<file path="config.mk">
export PLATFORM = sky130hd
export DESIGN_NAME = seg7_scan_driver
export DESIGN_NICKNAME = d
export VERILOG_FILES = /design/src/rtl/seg7_pkg.sv /design/src/rtl/seg7_hex_decode.sv /design/src/rtl/seg7_scan_driver.sv
export SDC_FILE = /design/constraint.sdc
export NUM_CORES = 1
export LEC_CHECK = 0
export ABC_AREA = 0
export BUFFER_PORTS_ARGS = -buffer_cell sky130_fd_sc_hd__buf_2
export CORE_MARGIN = 1
export CORE_UTILIZATION = 29
export CTS_CLUSTER_DIAMETER = 120
export DETAILED_ROUTE_END_ITERATION = 8
export GPL_TIMING_DRIVEN = 0
export MAX_ROUTING_LAYER = met4
export SLEW_MARGIN = 20
export SYNTH_ARGS = -nofsm -noshare
export SYNTH_HDL_FRONTEND = slang
export SYNTH_SLANG_ARGS = --single-unit
</file>
<file path="constraint.sdc">
create_clock -name display_clk -period 6.15 [get_ports display_clk]
set_clock_uncertainty 0.1 [all_clocks]
set_input_delay 1.845 -clock display_clk [delete_from_list [all_inputs] [get_ports display_clk]]
set_output_delay 1.845 -clock display_clk [all_outputs]
set_load 0.02 [all_outputs]
</file>
<file path="src/rtl/seg7_pkg.sv">
// Shared constants for the seven-segment scan driver: glyph table and select idle value.
package seg7_pkg;

   // Segment glyphs, gfedcba, active-high.
   localparam logic [6:0] SEG_0 = 7'h3F;
   localparam logic [6:0] SEG_1 = 7'h06;
   localparam logic [6:0] SEG_2 = 7'h5B;
   localparam logic [6:0] SEG_3 = 7'h4F;
   localparam logic [6:0] SEG_4 = 7'h66;
   localparam logic [6:0] SEG_5 = 7'h6D;
   localparam logic [6:0] SEG_6 = 7'h7D;
   localparam logic [6:0] SEG_7 = 7'h07;
   localparam logic [6:0] SEG_8 = 7'h7F;
   localparam logic [6:0] SEG_9 = 7'h6F;
   localparam logic [6:0] SEG_A = 7'h77;
   localparam logic [6:0] SEG_B = 7'h7C;
   localparam logic [6:0] SEG_C = 7'h39;
   localparam logic [6:0] SEG_D = 7'h5E;
   localparam logic [6:0] SEG_E = 7'h79;
   localparam logic [6:0] SEG_F = 7'h71;

   // Full {dp,g..a} pattern with everything dark.
   localparam logic [7:0] SEG_OFF = 8'h00;

   // Active-low anode select with no digit enabled; sliced to NUM_DIGITS by the user.
   localparam logic [7:0] DIG_NONE = 8'hFF;

endpackage

</file>
<file path="src/rtl/seg7_hex_decode.sv">
// Combinational 4-bit code to gfedcba glyph; codes 10-15 go dark unless hex_mode is set.
module seg7_hex_decode
   import seg7_pkg::*;
(
   input  logic [3:0] code,
   input  logic       hex_mode,
   output logic [6:0] seg
);

   // Glyph lookup.
   always_comb begin
      seg = 7'h00;
      case (code)
         4'h0:    seg = SEG_0;
         4'h1:    seg = SEG_1;
         4'h2:    seg = SEG_2;
         4'h3:    seg = SEG_3;
         4'h4:    seg = SEG_4;
         4'h5:    seg = SEG_5;
         4'h6:    seg = SEG_6;
         4'h7:    seg = SEG_7;
         4'h8:    seg = SEG_8;
         4'h9:    seg = SEG_9;
         4'hA:    seg = hex_mode ? SEG_A : 7'h00;
         4'hB:    seg = hex_mode ? SEG_B : 7'h00;
         4'hC:    seg = hex_mode ? SEG_C : 7'h00;
         4'hD:    seg = hex_mode ? SEG_D : 7'h00;
         4'hE:    seg = hex_mode ? SEG_E : 7'h00;
         default: seg = hex_mode ? SEG_F : 7'h00;
      endcase
   end

endmodule

</file>
<file path="src/rtl/seg7_scan_driver.sv">
// Multiplexed common-anode seven-segment driver: one digit per slot, PWM brightness with a
// dead first cycle, per-digit dp/blank/blink, leading-zero suppression, frame-coherent inputs.
module seg7_scan_driver
   import seg7_pkg::*;
#(
   parameter int unsigned NUM_DIGITS   = 4,
   parameter int unsigned BRIGHT_W     = 4,
   parameter int unsigned BLINK_FRAMES = 32
) (
   input  logic                    display_clk,
   input  logic                    i_rst,
   input  logic [4*NUM_DIGITS-1:0] i_digits,
   input  logic [NUM_DIGITS-1:0]   i_dp,
   input  logic [NUM_DIGITS-1:0]   i_blank,
   input  logic [NUM_DIGITS-1:0]   i_blink,
   input  logic                    i_hex_mode,
   input  logic                    i_lzs,
   input  logic [BRIGHT_W-1:0]     i_brightness,
   output logic [7:0]              o_seg,
   output logic [NUM_DIGITS-1:0]   o_dig_sel,
   output logic                    o_frame_start
);

   localparam int unsigned SLOT_CYCLES = 2 ** BRIGHT_W;
   localparam int unsigned IDX_W       = $clog2(NUM_DIGITS);
   localparam int unsigned FRAME_W     = (BLINK_FRAMES > 1) ? $clog2(BLINK_FRAMES) : 1;

   logic [BRIGHT_W-1:0]     cnt;
   logic [IDX_W-1:0]        idx;
   logic [FRAME_W-1:0]      frame_cnt;
   logic                    blink_phase;
   logic                    snap;

   logic [4*NUM_DIGITS-1:0] sh_digits;
   logic [NUM_DIGITS-1:0]   sh_dp;
   logic [NUM_DIGITS-1:0]   sh_blank;
   logic [NUM_DIGITS-1:0]   sh_blink;
   logic                    sh_hex;
   logic                    sh_lzs;
   logic [BRIGHT_W-1:0]     sh_bright;

   logic [NUM_DIGITS-1:0]   zero_above;
   logic                    upper_zero;
   logic [3:0]              code;
   logic [6:0]              glyph;
   logic                    lit;
   logic                    dark;
   logic                    suppress;
   logic [7:0]              seg_d;

   assign snap = (idx == '0) && (cnt == '0);

   // Slot counter and digit index; cnt wraps naturally at SLOT_CYCLES.
   always_ff @(posedge display_clk) begin
      if (i_rst) begin
         cnt <= '0;
         idx <= '0;
      end else begin
         cnt <= cnt + BRIGHT_W'(1);
         if (cnt == BRIGHT_W'(SLOT_CYCLES - 1)) begin
            idx <= (idx == IDX_W'(NUM_DIGITS - 1)) ? '0 : idx + IDX_W'(1);
         end
      end
   end

   // Capture all display inputs once per frame so a frame never mixes old and new data.
   always_ff @(posedge display_clk) begin
      if (i_rst) begin
         sh_digits <= '0;
         sh_dp     <= '0;
         sh_blank  <= '0;
         sh_blink  <= '0;
         sh_hex    <= 1'b0;
         sh_lzs    <= 1'b0;
         sh_bright <= '0;
      end else if (snap) begin
         sh_digits <= i_digits;
         sh_dp     <= i_dp;
         sh_blank  <= i_blank;
         sh_blink  <= i_blink;
         sh_hex    <= i_hex_mode;
         sh_lzs    <= i_lzs;
         sh_bright <= i_brightness;
      end
   end

   // Blink timebase: counts frames, toggles phase every BLINK_FRAMES frames.
   always_ff @(posedge display_clk) begin
      if (i_rst) begin
         frame_cnt   <= '0;
         blink_phase <= 1'b0;
      end else if (snap) begin
         if (frame_cnt == FRAME_W'(BLINK_FRAMES - 1)) begin
            frame_cnt   <= '0;
            blink_phase <= ~blink_phase;
         end else begin
            frame_cnt <= frame_cnt + FRAME_W'(1);
         end
      end
   end

   // zero_above[k] is set when digits k..NUM_DIGITS-1 are all zero.
   always_comb begin
      upper_zero = 1'b1;
      zero_above = '0;
      for (int k = NUM_DIGITS - 1; k >= 0; k--) begin
         upper_zero    = upper_zero & (sh_digits[4*k +: 4] == 4'h0);
         zero_above[k] = upper_zero;
      end
   end

   seg7_hex_decode u_decode (
      .code     (code),
      .hex_mode (sh_hex),
      .seg      (glyph)
   );

   // Next segment pattern for the current slot; cnt 0 is the anti-ghosting dead cycle.
   always_comb begin
      code     = sh_digits[4*int'(idx) +: 4];
      lit      = (cnt != '0) && (cnt <= sh_bright);
      dark     = sh_blank[idx] | (sh_blink[idx] & blink_phase);
      suppress = sh_lzs && (idx != '0) && zero_above[idx];
      seg_d    = SEG_OFF;
      if (lit && !dark) begin
         seg_d = {sh_dp[idx], suppress ? 7'h00 : glyph};
      end
   end

   // Registered pin drivers, one cycle behind (idx, cnt).
   always_ff @(posedge display_clk) begin
      if (i_rst) begin
         o_seg         <= SEG_OFF;
         o_dig_sel     <= DIG_NONE[NUM_DIGITS-1:0];
         o_frame_start <= 1'b0;
      end else begin
         o_seg         <= seg_d;
         o_dig_sel     <= ~(NUM_DIGITS'(1) << idx);
         o_frame_start <= snap;
      end
   end

endmodule

</file>
# [Word level (Yosys, flattened, before mapping)]
# Index checks and enable logic that the tools add are counted.
[totals] out_inout_bits=13 input_bits=36 wordCells=82 reg_bits=59
[op_classes] n_bitwise=8 magnitude_cmp=2 n_reduce_logical=18 addsub=3 shifts=2 eq_ne=17 n_mux=17
[op_table] cell="$pmux 7 s15" count=1
[op_table] cell="$mux 7" count=5
[op_table] cell="$eq 4x4->1 const B" count=8
[op_table] cell="$logic_not 4->1" count=6
[op_table] cell="$eq 4x3->1 const B" count=4
[op_table] cell="$shiftx 16x5->4" count=1
[op_table] cell="$bmux 1 s2" count=4
[op_table] cell="$eq 4x2->1 const B" count=2
[op_table] cell="$mux 6" count=1
[op_table] cell="$add 5x1->5 const B" count=1
[op_table] cell="$eq 5x5->1 const B" count=1
[op_table] cell="$logic_and 1x1->1" count=5
[op_table] cell="$mux 5" count=1
[op_table] cell="$add 4x1->4 const B" count=1
[op_table] cell="$and 1x1->1" count=4
[op_table] cell="$eq 4x1->1 const B" count=1
[op_table] cell="$le 4x4->1" count=1
[op_table] cell="$mux 1" count=4
[op_table] cell="$not 4->4" count=1
[op_table] cell="$reduce_bool 4->1" count=1
[op_table] cell="$shl 1x2->4 const A" count=1
[op_table] cell="$lt 2x3->1 const B" count=1
[op_table] cell="$reduce_or 3->1" count=1
[op_table] cell="$add 2x1->2 const B" count=1
[op_table] cell="9 further kinds" count=10

# [Depth between registers and ports, before layout]
[logic_depth] ltp_word=8 mapped_depth=8 depth_no_buf=7

# [Hierarchy]
# From an unflattened synthesis, not the netlist that was laid out.
[hier_totals] cells_unflattened=312 hier_area_um2=2743.9
[by_module_without_submodules] module="seg7_scan_driver" area_each_um2=2461.1 n_inst=1 cells_each=269 seq_area_each_um2=1181.1
[by_module_without_submodules] module="seg7_hex_decode" area_each_um2=282.8 n_inst=1 cells_each=43 seq_area_each_um2=0.0

# [Least setup slack after synthesis]
# No wires, ideal clock.
[synth_path] path_type="input to register" from="in i_rst" to="reg sh_digits[10]" n_path_buf=3 t_arrival_ns=2.661 t_required_ns=5.918 setup_time_ns=0.132 slack_ns=3.257 path_stages=4 path_cell_list="clkbuf_1 -> clkbuf_1 -> clkbuf_1 -> a21oi_1"
[synth_lines] element="from (decl)" line_no="seg7_scan_driver.sv:11" rtl="input logic i_rst,"
[synth_lines] element="to (signal assigned)" line_no="seg7_scan_driver.sv:77" rtl="sh_digits <= i_digits;"
[synth_lines] element="to (decl)" line_no="seg7_scan_driver.sv:34" rtl="logic [4*NUM_DIGITS-1:0] sh_digits;"
# No word-level cell between the ends.

# [Final worst setup path]
[layout_path] from="in i_rst" to="reg sh_digits[12]"
# No word-level cell between the ends.

==> summary.txt <==
Power per cell area -> 304.2 nW/µm²
Share of cells above drive strength 1 -> 20.49%
Final period util -> 47.96%
Hold Crit Class -> reg2reg
H-tree levels -> 3
Area leader, netlist -> dfxtp_1
Synthesized instance count -> 308
Wire per inst -> 12.88 µm
Setup tns final -> 0 ns
Most used cell, CP -> clkbuf_1
Total number of vias -> 2247
Critical path's slowest cell -> clkbuf_1
Number of nets in the layout -> 414
Slowest stage delay, CP -> 0.43 ns
Root buf cell -> clkbuf_8
Filler instances -> 931
DRC -> 3
Full die area -> 9630 µm²
Overall Global Routing Usage -> 14.48%
Clock power frac -> 39.8%
Syn Area/Cell -> 8.702 µm²
Ranking of synthesized cells by area -> dfxtp_1, nand2_1, a21oi_1
Largest net degree at the start of global routing -> 11
Die height -> 98.14 µm
Crit path DAT -> 3.04 ns
Clk buf depth -> 2
Kind of critical path -> in2reg
Syn Std Cell Area -> 2680 µm²
Final core occ -> 37.03%
IO Pins -> 49
Main synth FF type -> dfxtp_1
PortBufs -> 47
Final WL -> 6171 µm
Iteration count of the initial detailed-routing pass -> 9
RSZ-0062 raised after global routing -> false
Flip-flop and latch count after synthesis -> 59
First-pass GRT wire length -> 10610 µm
Clock slew at reported path FFs -> 0.06 ns
Initial antenna violation count -> 0
Routed Antenna Nets -> 0
Internal power -> 0.7286 mW
Slew headroom -> 63.14%
Slew Limit Fails -> 0
Critical Path, Cell by Cell -> clkbuf_1 -> clkbuf_1 -> clkbuf_1 -> a21oi_1
Outcome -> complete, but fails checks
Startpoint Class -> input pin
Synthesis Warnings -> 0
Die W -> 98.14 µm
Core ar. -> 8848 µm²
Sequential cell area fraction in the yosys report -> 44.07%
Final hold vios -> 0
Comb power frac -> 16.8%
P_leak -> 1.337 nW
Worst slew pin tran -> 0.5529 ns
Syn nets -> 356
P_sw -> 0.2683 mW
Clock Latency Late Sink -> 0.33 ns
Crit Path Max Fanout -> 10
Vias/cell -> 4.691
TritonCTS clock tree -> yes
Starting density of the core -> 30.29%
Switch share -> 26.91%
CP endpoint kind -> flip-flop
Fin crit period -> 2.950 ns
Synth cell types -> 42
Maxcap violations -> 0
Area growth syn-to-layout -> 22.27%
PostCTS Resize Cnt -> 0
Grt ovf -> 0
Num rows -> 34
Number of synthesized flops with an enable pin -> 0
GPL Wtd Cong -> 0.7915
Hpwl dp -> 4669 µm
Number of CTS-inserted buffers -> 9
Hold_buf cts -> 0
Flop pwr share -> 43.4%
Synth top area share -> 44.07%
Vias in the first global route -> 2223
Maximum clock frequency -> 339.0 MHz
Clk sink count -> 59
WP data required -> 6.24 ns
Async set or reset register ratio after synthesis -> 0%
Peak supply drop -> 0.1195 mV
Finish-stage setup viols -> 0
Diodes inserted -> 0
Failing checks -> DRC
Post-CTS setup buffers -> 0
DRT iter0 DRCs -> 84
-- power by group through the flow --
stage	combinational (mW)	clock, mW	sequential (mW)
after floorplan	0.110	0	0.446
after global placement	0.164	0	0.441
after detailed placement	0.168	0	0.442
after CTS	0.169	0.407	0.433
after global routing	0.191	0.426	0.438
final	0.168	0.396	0.433
-- synthesized netlist by cell type (2+ instances only) --
cell type  count
a221oi_1       3
nor3_1         3
mux2i_1        3
nand2b_1       7
inv_1          8
xnor2_1        3
xor2_1         2
mux4_1         4
buf_1          2
nand3b_1       2
nand3_1        5
clkbuf_1      14
nor4_1         4
nand2_1       76
a21oi_1       47
buf_2          2
a31oi_1        2
ha_1          12
dfxtp_1       59
o21ai_0       10
mux4_2         3
nor2b_1        3
nor2_1        15
-- cells in the final DEF (no fill, tap or decap), drive strengths merged, types with 3 or more instances in the layout --
cell type	n
nor3	3
nand2b	7
a221oi	3
nand2	76
buf	52
mux4	7
inv	8
clkbuf	26
nand3	5
nor4	4
clkinv	3
ha	12
dfxtp	59
nor2	15
nand3b	3
o21ai	10
xnor2	3
a21oi	47
mux2i	3
nor2b	3
-- stage by stage --
stage	power [mW]	instances	setup slack [ns]	hold slack (ns)	cell area (µm²)
detailed placement	0.6098	463	2.857	0.3449	3050
CTS	1.009	479	3.216	0.3544	3277
global route	1.055	479	3.060	0.3735	3277
finish	0.9969	479	3.200	0.3519	3277
global placement	0.6050	463	2.859	0.3378	3050
floorplan	0.5557	308	3.257	0.3297	2680
-- critical path: cells and delay by family --
| kind | cells | cell delay [ns] |
|---|---|---|
| AO/OA/AOI/OAI | 1 | 0.09 |
| buffers and inverters | 3 | 1.11 |
-- routing by layer --
layer	GRT usage, %	up-vias	share of wire [%]	routed length, µm
li1	-	1175	-	-
met4	7.233	0	1.8	110
met1	19.14	1004	50	3092
met3	2.935	6	4.7	290
met5	-	-	0	0
met2	20.96	62	43	2678
-- path summary, 6_finish.rpt --
path | startpoint | endpoint | slack, ns | cells after the start
hold / removal | sh_dp[3]$_SDFFE_PP0P_ | sh_dp[3]$_SDFFE_PP0P_ | 0.35 | 2
hold reg to reg | sh_dp[3]$_SDFFE_PP0P_ | sh_dp[3]$_SDFFE_PP0P_ | 0.35 | 2
setup reg to reg | cnt[0]$_SDFF_PP0_ | sh_digits[4]$_SDFFE_PP0P_ | 3.69 | 8
setup / recovery | i_rst | sh_digits[12]$_SDFFE_PP0P_ | 3.20 | 4
-- sequential cells by signal (all words and copies together) (netlist names), 2 cells and up --
| name | cells |
|---|---|
| sh_blank | 4 |
| sh_blink | 4 |
| o_seg | 8 |
| cnt | 4 |
| o_dig_sel | 4 |
| sh_dp | 4 |
| idx | 2 |
| sh_bright | 4 |
| sh_digits | 16 |
| frame_cnt | 5 |
-- area by class of cell --
class	count	area, µm²	area share, %
flip-flops and latches	59	1181	36.04
clock inverters	5	75.07	2.291
inverters	8	30.03	0.9164
repair buffers	47	235.2	7.178
plain buffers	20	95.09	2.902
multi-input cells	221	1374	41.92
well taps	108	135.1	4.124
clock buffers	11	151.4	4.620
-- cell families after synthesis --
logic type	after synthesis	share of synthesized area (%)
fa+ha+maj	12	5.602
simple gates	125	21.43
xor+xnor	5	1.634
flops	59	44.07
compound gates	68	14.61
mux	11	7.983
buf+inv	28	4.669
No activity file was read; power rests on OpenSTA's default activity.
